**config.mk**
```make
export PLATFORM = sky130hd
export DESIGN_NAME = mux16_serializer_flat
export DESIGN_NICKNAME = d
export VERILOG_FILES = /design/src/rtl/mux16_serializer_if.sv /design/src/rtl/mux16_serializer.sv /design/src/flat_wrapper.sv
export SDC_FILE = /design/constraint.sdc
export NUM_CORES = 1
export LEC_CHECK = 0
export ABC_CLOCK_PERIOD_IN_PS = 1950
export CAP_MARGIN = 40
export CORE_MARGIN = 4
export CORE_UTILIZATION = 41
export DETAILED_ROUTE_END_ITERATION = 12
export PLACE_DENSITY = 0.75
export SETUP_SLACK_MARGIN = 0.3
export SYNTH_ARGS = -nofsm -noshare
export SYNTH_HDL_FRONTEND = slang
export SYNTH_SLANG_ARGS = --single-unit
```
**constraint.sdc**
```tcl
create_clock -name clk -period 1.95 [get_ports clk]
set_input_delay 0.39 -clock clk [delete_from_list [all_inputs] [get_ports clk]]
set_output_delay 0.39 -clock clk [all_outputs]
set_load 0.005 [all_outputs]
```
**src/rtl/mux16_serializer_if.sv**
```systemverilog
// Handshake and mux-drive bundle between the word source, the serializer and the 16:1 mux.
// master = serializer side, slave = source/consumer side.
interface mux16_serializer_if;
  logic [15:0] in_data;
  logic        in_valid;
  logic        in_ready;
  logic        abort;
  logic [15:0] word;
  logic [3:0]  sel;
  logic        bit_valid;
  logic        bit_ready;
  logic        bit_first;
  logic        bit_last;

  modport master (
    input  in_data, in_valid, abort, bit_ready,
    output in_ready, word, sel, bit_valid, bit_first, bit_last
  );

  modport slave (
    output in_data, in_valid, abort, bit_ready,
    input  in_ready, word, sel, bit_valid, bit_first, bit_last
  );
endinterface

```
**src/rtl/mux16_serializer.sv**
```systemverilog
// Sequencer feeding a 16:1 mux: latches a word, then walks the select through all
// 16 positions under valid/ready back-pressure, turning the mux into a serializer.
module mux16_serializer #(
  parameter bit MSB_FIRST = 1'b0
) (
  input  logic                 clk,
  input  logic                 rst_n,
  mux16_serializer_if.master   bus
);

  localparam logic [3:0] START = MSB_FIRST ? 4'd15 : 4'd0;
  localparam logic [3:0] END   = MSB_FIRST ? 4'd0  : 4'd15;

  typedef enum logic {IDLE, SHIFT} state_t;

  state_t      state, state_nxt;
  logic [15:0] word_q, word_nxt;
  logic [3:0]  sel_q, sel_nxt;
  logic        vld_q, vld_nxt;
  logic        first_q, first_nxt;
  logic        last_q, last_nxt;

  logic        in_ready;
  logic        accept;
  logic        at_end;
  logic [3:0]  sel_step;

  assign at_end   = (sel_q == END);
  assign sel_step = MSB_FIRST ? (sel_q - 4'd1) : (sel_q + 4'd1);

  // Ready on the last consumed beat lets a new word reload with no bubble.
  assign in_ready = !bus.abort &&
                    ((state == IDLE) || ((state == SHIFT) && at_end && bus.bit_ready));
  assign accept   = bus.in_valid && in_ready;

  always_ff @(posedge clk or negedge rst_n) begin
    if (!rst_n) begin
      state   <= IDLE;
      word_q  <= 16'h0000;
      sel_q   <= START;
      vld_q   <= 1'b0;
      first_q <= 1'b0;
      last_q  <= 1'b0;
    end else begin
      state   <= state_nxt;
      word_q  <= word_nxt;
      sel_q   <= sel_nxt;
      vld_q   <= vld_nxt;
      first_q <= first_nxt;
      last_q  <= last_nxt;
    end
  end

  always_comb begin
    state_nxt = state;
    word_nxt  = word_q;
    sel_nxt   = sel_q;
    vld_nxt   = vld_q;
    first_nxt = first_q;
    last_nxt  = last_q;

    if (bus.abort) begin
      // Flush: word stays on the mux inputs, everything else returns to idle.
      state_nxt = IDLE;
      sel_nxt   = START;
      vld_nxt   = 1'b0;
      first_nxt = 1'b0;
      last_nxt  = 1'b0;
    end else if (accept) begin
      state_nxt = SHIFT;
      word_nxt  = bus.in_data;
      sel_nxt   = START;
      vld_nxt   = 1'b1;
      first_nxt = 1'b1;
      last_nxt  = 1'b0;
    end else if ((state == SHIFT) && bus.bit_ready) begin
      if (!at_end) begin
        sel_nxt   = sel_step;
        first_nxt = 1'b0;
        last_nxt  = (sel_step == END);
      end else begin
        state_nxt = IDLE;
        sel_nxt   = START;
        vld_nxt   = 1'b0;
        first_nxt = 1'b0;
        last_nxt  = 1'b0;
      end
    end
  end

  assign bus.in_ready  = in_ready;
  assign bus.word      = word_q;
  assign bus.sel       = sel_q;
  assign bus.bit_valid = vld_q;
  assign bus.bit_first = first_q;
  assign bus.bit_last  = last_q;

endmodule

```
**src/flat_wrapper.sv**
```systemverilog
// flat-port wrapper written by rule: the top's interface ports become plain ports
module mux16_serializer_flat 
#(
  parameter bit MSB_FIRST = 1'b0
)
  (clk, rst_n, bus_in_data, bus_in_valid, bus_abort, bus_bit_ready, bus_in_ready, bus_word, bus_sel, bus_bit_valid, bus_bit_first, bus_bit_last);
  mux16_serializer_if bus_i ();
  input  logic clk;
  input  logic rst_n;
  input wire logic [$bits(bus_i.in_data)-1:0] bus_in_data;
  input wire logic [$bits(bus_i.in_valid)-1:0] bus_in_valid;
  input wire logic [$bits(bus_i.abort)-1:0] bus_abort;
  input wire logic [$bits(bus_i.bit_ready)-1:0] bus_bit_ready;
  output wire logic [$bits(bus_i.in_ready)-1:0] bus_in_ready;
  output wire logic [$bits(bus_i.word)-1:0] bus_word;
  output wire logic [$bits(bus_i.sel)-1:0] bus_sel;
  output wire logic [$bits(bus_i.bit_valid)-1:0] bus_bit_valid;
  output wire logic [$bits(bus_i.bit_first)-1:0] bus_bit_first;
  output wire logic [$bits(bus_i.bit_last)-1:0] bus_bit_last;
  assign bus_i.in_data = bus_in_data;
  assign bus_i.in_valid = bus_in_valid;
  assign bus_i.abort = bus_abort;
  assign bus_i.bit_ready = bus_bit_ready;
  assign bus_in_ready = bus_i.in_ready;
  assign bus_word = bus_i.word;
  assign bus_sel = bus_i.sel;
  assign bus_bit_valid = bus_i.bit_valid;
  assign bus_bit_first = bus_i.bit_first;
  assign bus_bit_last = bus_i.bit_last;
  mux16_serializer #(.MSB_FIRST(MSB_FIRST)) u_core (.clk(clk), .rst_n(rst_n), .bus(bus_i));
endmodule
```
==> impl_metrics.py <==
metrics = {
    "sta": {
        "rsz0062_at_grt": "true",
        "finalSetupViolCount": 0,
        "fin_worst_hold_slack_ns": 0.423,
        "hold_viol": 0,
        "finalMaxSlewViolations": 0,
        "relSlewSlack_pct": 80.7,
        "max_freq_mhz": 602,
        "fin_crit_ns": 1.66,
        "tightestPinTransition_ns": 0.290,
        "skew_ns": 0.00429,
        "period_share_pct": 85.2,
    },
    "yosys": {
        "synth_top_family_by_area": "multiplexers",
        "synth.most_common_cell": "dfrtp_1",
        "ys_seq_elements": 23,
        "synthesis.nets": 99,
        "netlist.area_leader.share_pct": 53.8,
        "synth.area.mux_share_pct": 21.3,
        "yosysTopAreaCell": "dfrtp_1",
        "synth_edf_count": 0,
        "synth-simple-area-share_pct": 9.24,
        "syn_inst": 76,
        "synth.distinct_cells": 28,
        "synth_area_um2": 1070,
        "seq_area_frac_synth_pct": 53.8,
        "synthTopCellsByCount": "23 x dfrtp_1, 10 x mux2_4, 6 x mux2_2, 4 x inv_1, 4 x nand2_1",
        "synth_compound_area_share_pct": 7.95,
        "synth_xor_area_share_pct": 1.64,
        "async_flop_share_pct": 100,
        "ys_warn_count": 0,
        "synth.avg_cell_area_um2": 14.1,
        "synth_flop_cell": "dfrtp_1",
        "netlist_top_cells_area": "dfrtp_1 54%, mux2_4 14%, mux2_2 6.3%, ha_1 2.3%, nand4_4 2.0%",
        "synthAdderAreaFrac_pct": 2.34,
    },
    "floorplanning": {
        "io_pins": 45,
        "start_util_pct": 43.2,
        "dieHeight_um": 59.1,
        "row_count": 18,
        "core-area_um2": 2480,
        "die_x_um": 59.1,
        "die_area_um2": 3490,
    },
    "worst_setup_path": {
        "end_kind": "flip-flop",
        "crit_path_cell_trace": "buf_4, buf_6, buf_4, ha_4, a211o_1, a221oi_2",
        "critPathMaxStageDelay_ns": 0.44,
        "required_ns": 2.16,
        "cp.arrival_ns": 1.88,
        "cp_slowest_cell": "dfrtp_1",
        "worst_setup_path_start_kind": "flip-flop",
        "crit_top_cell": "buf_4",
        "critPathMaxFanout": 3,
        "critical_path_class": "reg -> reg",
    },
    "layout": {
        "layout.cells.non_filler": 171,
        "area_growth_syn_to_layout_pct": 67.4,
        "final_nets": 165,
        "seq_area_um2": 579,
        "fillers": 174,
        "drive_above_1_share_pct": 35.5,
        "multi_input_area_um2": 512,
        "antenna_cells": 0,
    },
    "placement": {
        "place_hpwl_um": 1780,
        "dp.cells": 155,
        "gp_congestion": 0.737,
        "portBuffers": 44,
    },
    "detailed_routing": {
        "drt-pass1-iter-count": 4,
        "viasPerCell": 5.06,
        "dr_total_vias": 866,
        "drt_iter0_markers": 18,
        "routedWlPerCell_um": 15.2,
        "drc": 0,
        "route.antenna.remaining_nets": 0,
        "routed_wl_um": 2600,
    },
    "worst_hold_path": {
        "hold_class": "in -> async",
    },
    "global_route": {
        "grt_usage_pct": 15.3,
        "grt_pass1_vias": 895,
        "grt-ovfl-total": 0,
        "grt_antenna_before_repair": 0,
        "grt_pass1_wl_um": 4110,
        "grt_max_degree": 24,
    },
    "clock_network": {
        "cts_root_buf": "clkbuf_4",
        "path_clk_slew_ns": 0.13,
        "h-tree-depth": 1,
        "cts_buffers": 3,
        "insertion_delay_ns": 0.30,
        "cts_hold_buf": 0,
        "clock-sinks": 23,
        "cts_tree": "yes",
        "cts_buffer_depth": 2,
    },
    "power_and_ir_drop": {
        "power_density_nw_per_um2": 654,
        "peakVddDrop_mv": 0.601,
        "power.leakage_nw": 0.825,
        "p_total_mw": 1.17,
    },
    "run": {
        "drv_cap": 0,
    },
    "run_status": {
        "status": "finished, final reports clean",
    },
}
through the flow:
step / area, um^2 / utilization, % / setup WS [ns] / TNS (ns)
2_1_floorplan: 1070 / - / 0.307 / 0
3_3_place_gp: 1590 / 64.2 / -0.124 / -0.339
3_5_place_dp: 1590 / 64.2 / -0.145 / -0.805
4_1_cts: 1690 / 68.2 / 0.212 / 0
5_1_grt: 1790 / 72.3 / 0.214 / 0
6_report: 1790 / 72.3 / 0.289 / 0
layout make-up:
class,instances,share of cell area (%)
well taps,30,2.10
multi-input cells,47,28.6
repair buffers,63,34.6
clock inverters,1,0.280
flip-flops and latches,23,32.4
inverters,4,0.839
clock buffers,3,1.26
state kept, by name, indices dropped and copies added, names as in the netlist:
signal,flops
u_core.bus.word,16
u_core.bus.sel,4
u_core.bus.bit_first,1
u_core.bus.bit_last,1
u_core.bus.bit_valid,1
critical path: cells and delay by family (launching register included):
kind,cells,cell delay (ns)
AOI/OAI and AO/OA,2,0.53
DFF,1,0.44
buffers and inverters,3,0.39
adders and majority gates,1,0.21
placed cells by master (no fill, tap or decap), types with 2 or more instances in the layout:
cell type	synthesis	layout
buf_4	0	15
ha_4	0	2
dlymetal6s2s_1	0	3
or2b_1	2	2
mux2_4	10	16
dlygate4sd2_1	0	3
dfrtp_2	0	3
buf_6	0	2
a21oi_1	3	2
inv_1	4	4
nand2_1	4	4
clkbuf_4	0	3
clkdlybuf4s50_1	0	37
dfrtp_1	23	20
nand3_1	3	3
metal layers:
metal | GRT usage, % | wire length, um
met3 | 3.92 | 229
met5 | 0 | 0
met1 | 20.0 | 1130
met2 | 26.0 | 1230
met4 | 2.59 | 21
final timing paths:
check	from	to	slack, ns	cells past startpoint
worst max-delay path	u_core.bus.sel[1]	u_core.bus.sel[1]	0.29	6
worst min-delay path	rst_n	u_core.bus.bit_valid	0.42	2
worst max register to register	u_core.bus.sel[1]	u_core.bus.sel[1]	0.29	6
worst min register to register	u_core.bus.word[3]	u_core.bus.word[3]	0.53	1
max in group asynchronous	rst_n	u_core.bus.sel[2]	1.28	2
min in group clk	bus_in_valid	u_core.bus.sel[1]	0.44	3
cell families after synthesis:
kind of cell | after synthesis
flip-flops | 23
multiplexers | 17
AND/OR/NAND/NOR | 15
AO/OA/AOI/OAI | 11
buffers and inverters | 6
XOR/XNOR | 2
adder cells (fa/ha/maj) | 2
repair_timing:
action	4_1_cts	5_1_grt
gates resized for setup	12	13
pin swaps	2	6
setup endpoints to repair	22	22
setup buffers	7	4
endpoints found under the hold margin	0	0
cloned	0	1
where the power goes:
| group | switching (mW) | internal, mW |
|---|---|---|
| Clock | 0.139 | 0.0764 |
| Combinational | 0.102 | 0.264 |
| Sequential | 0.0429 | 0.545 |
Power figures use the tool's default switching activity.
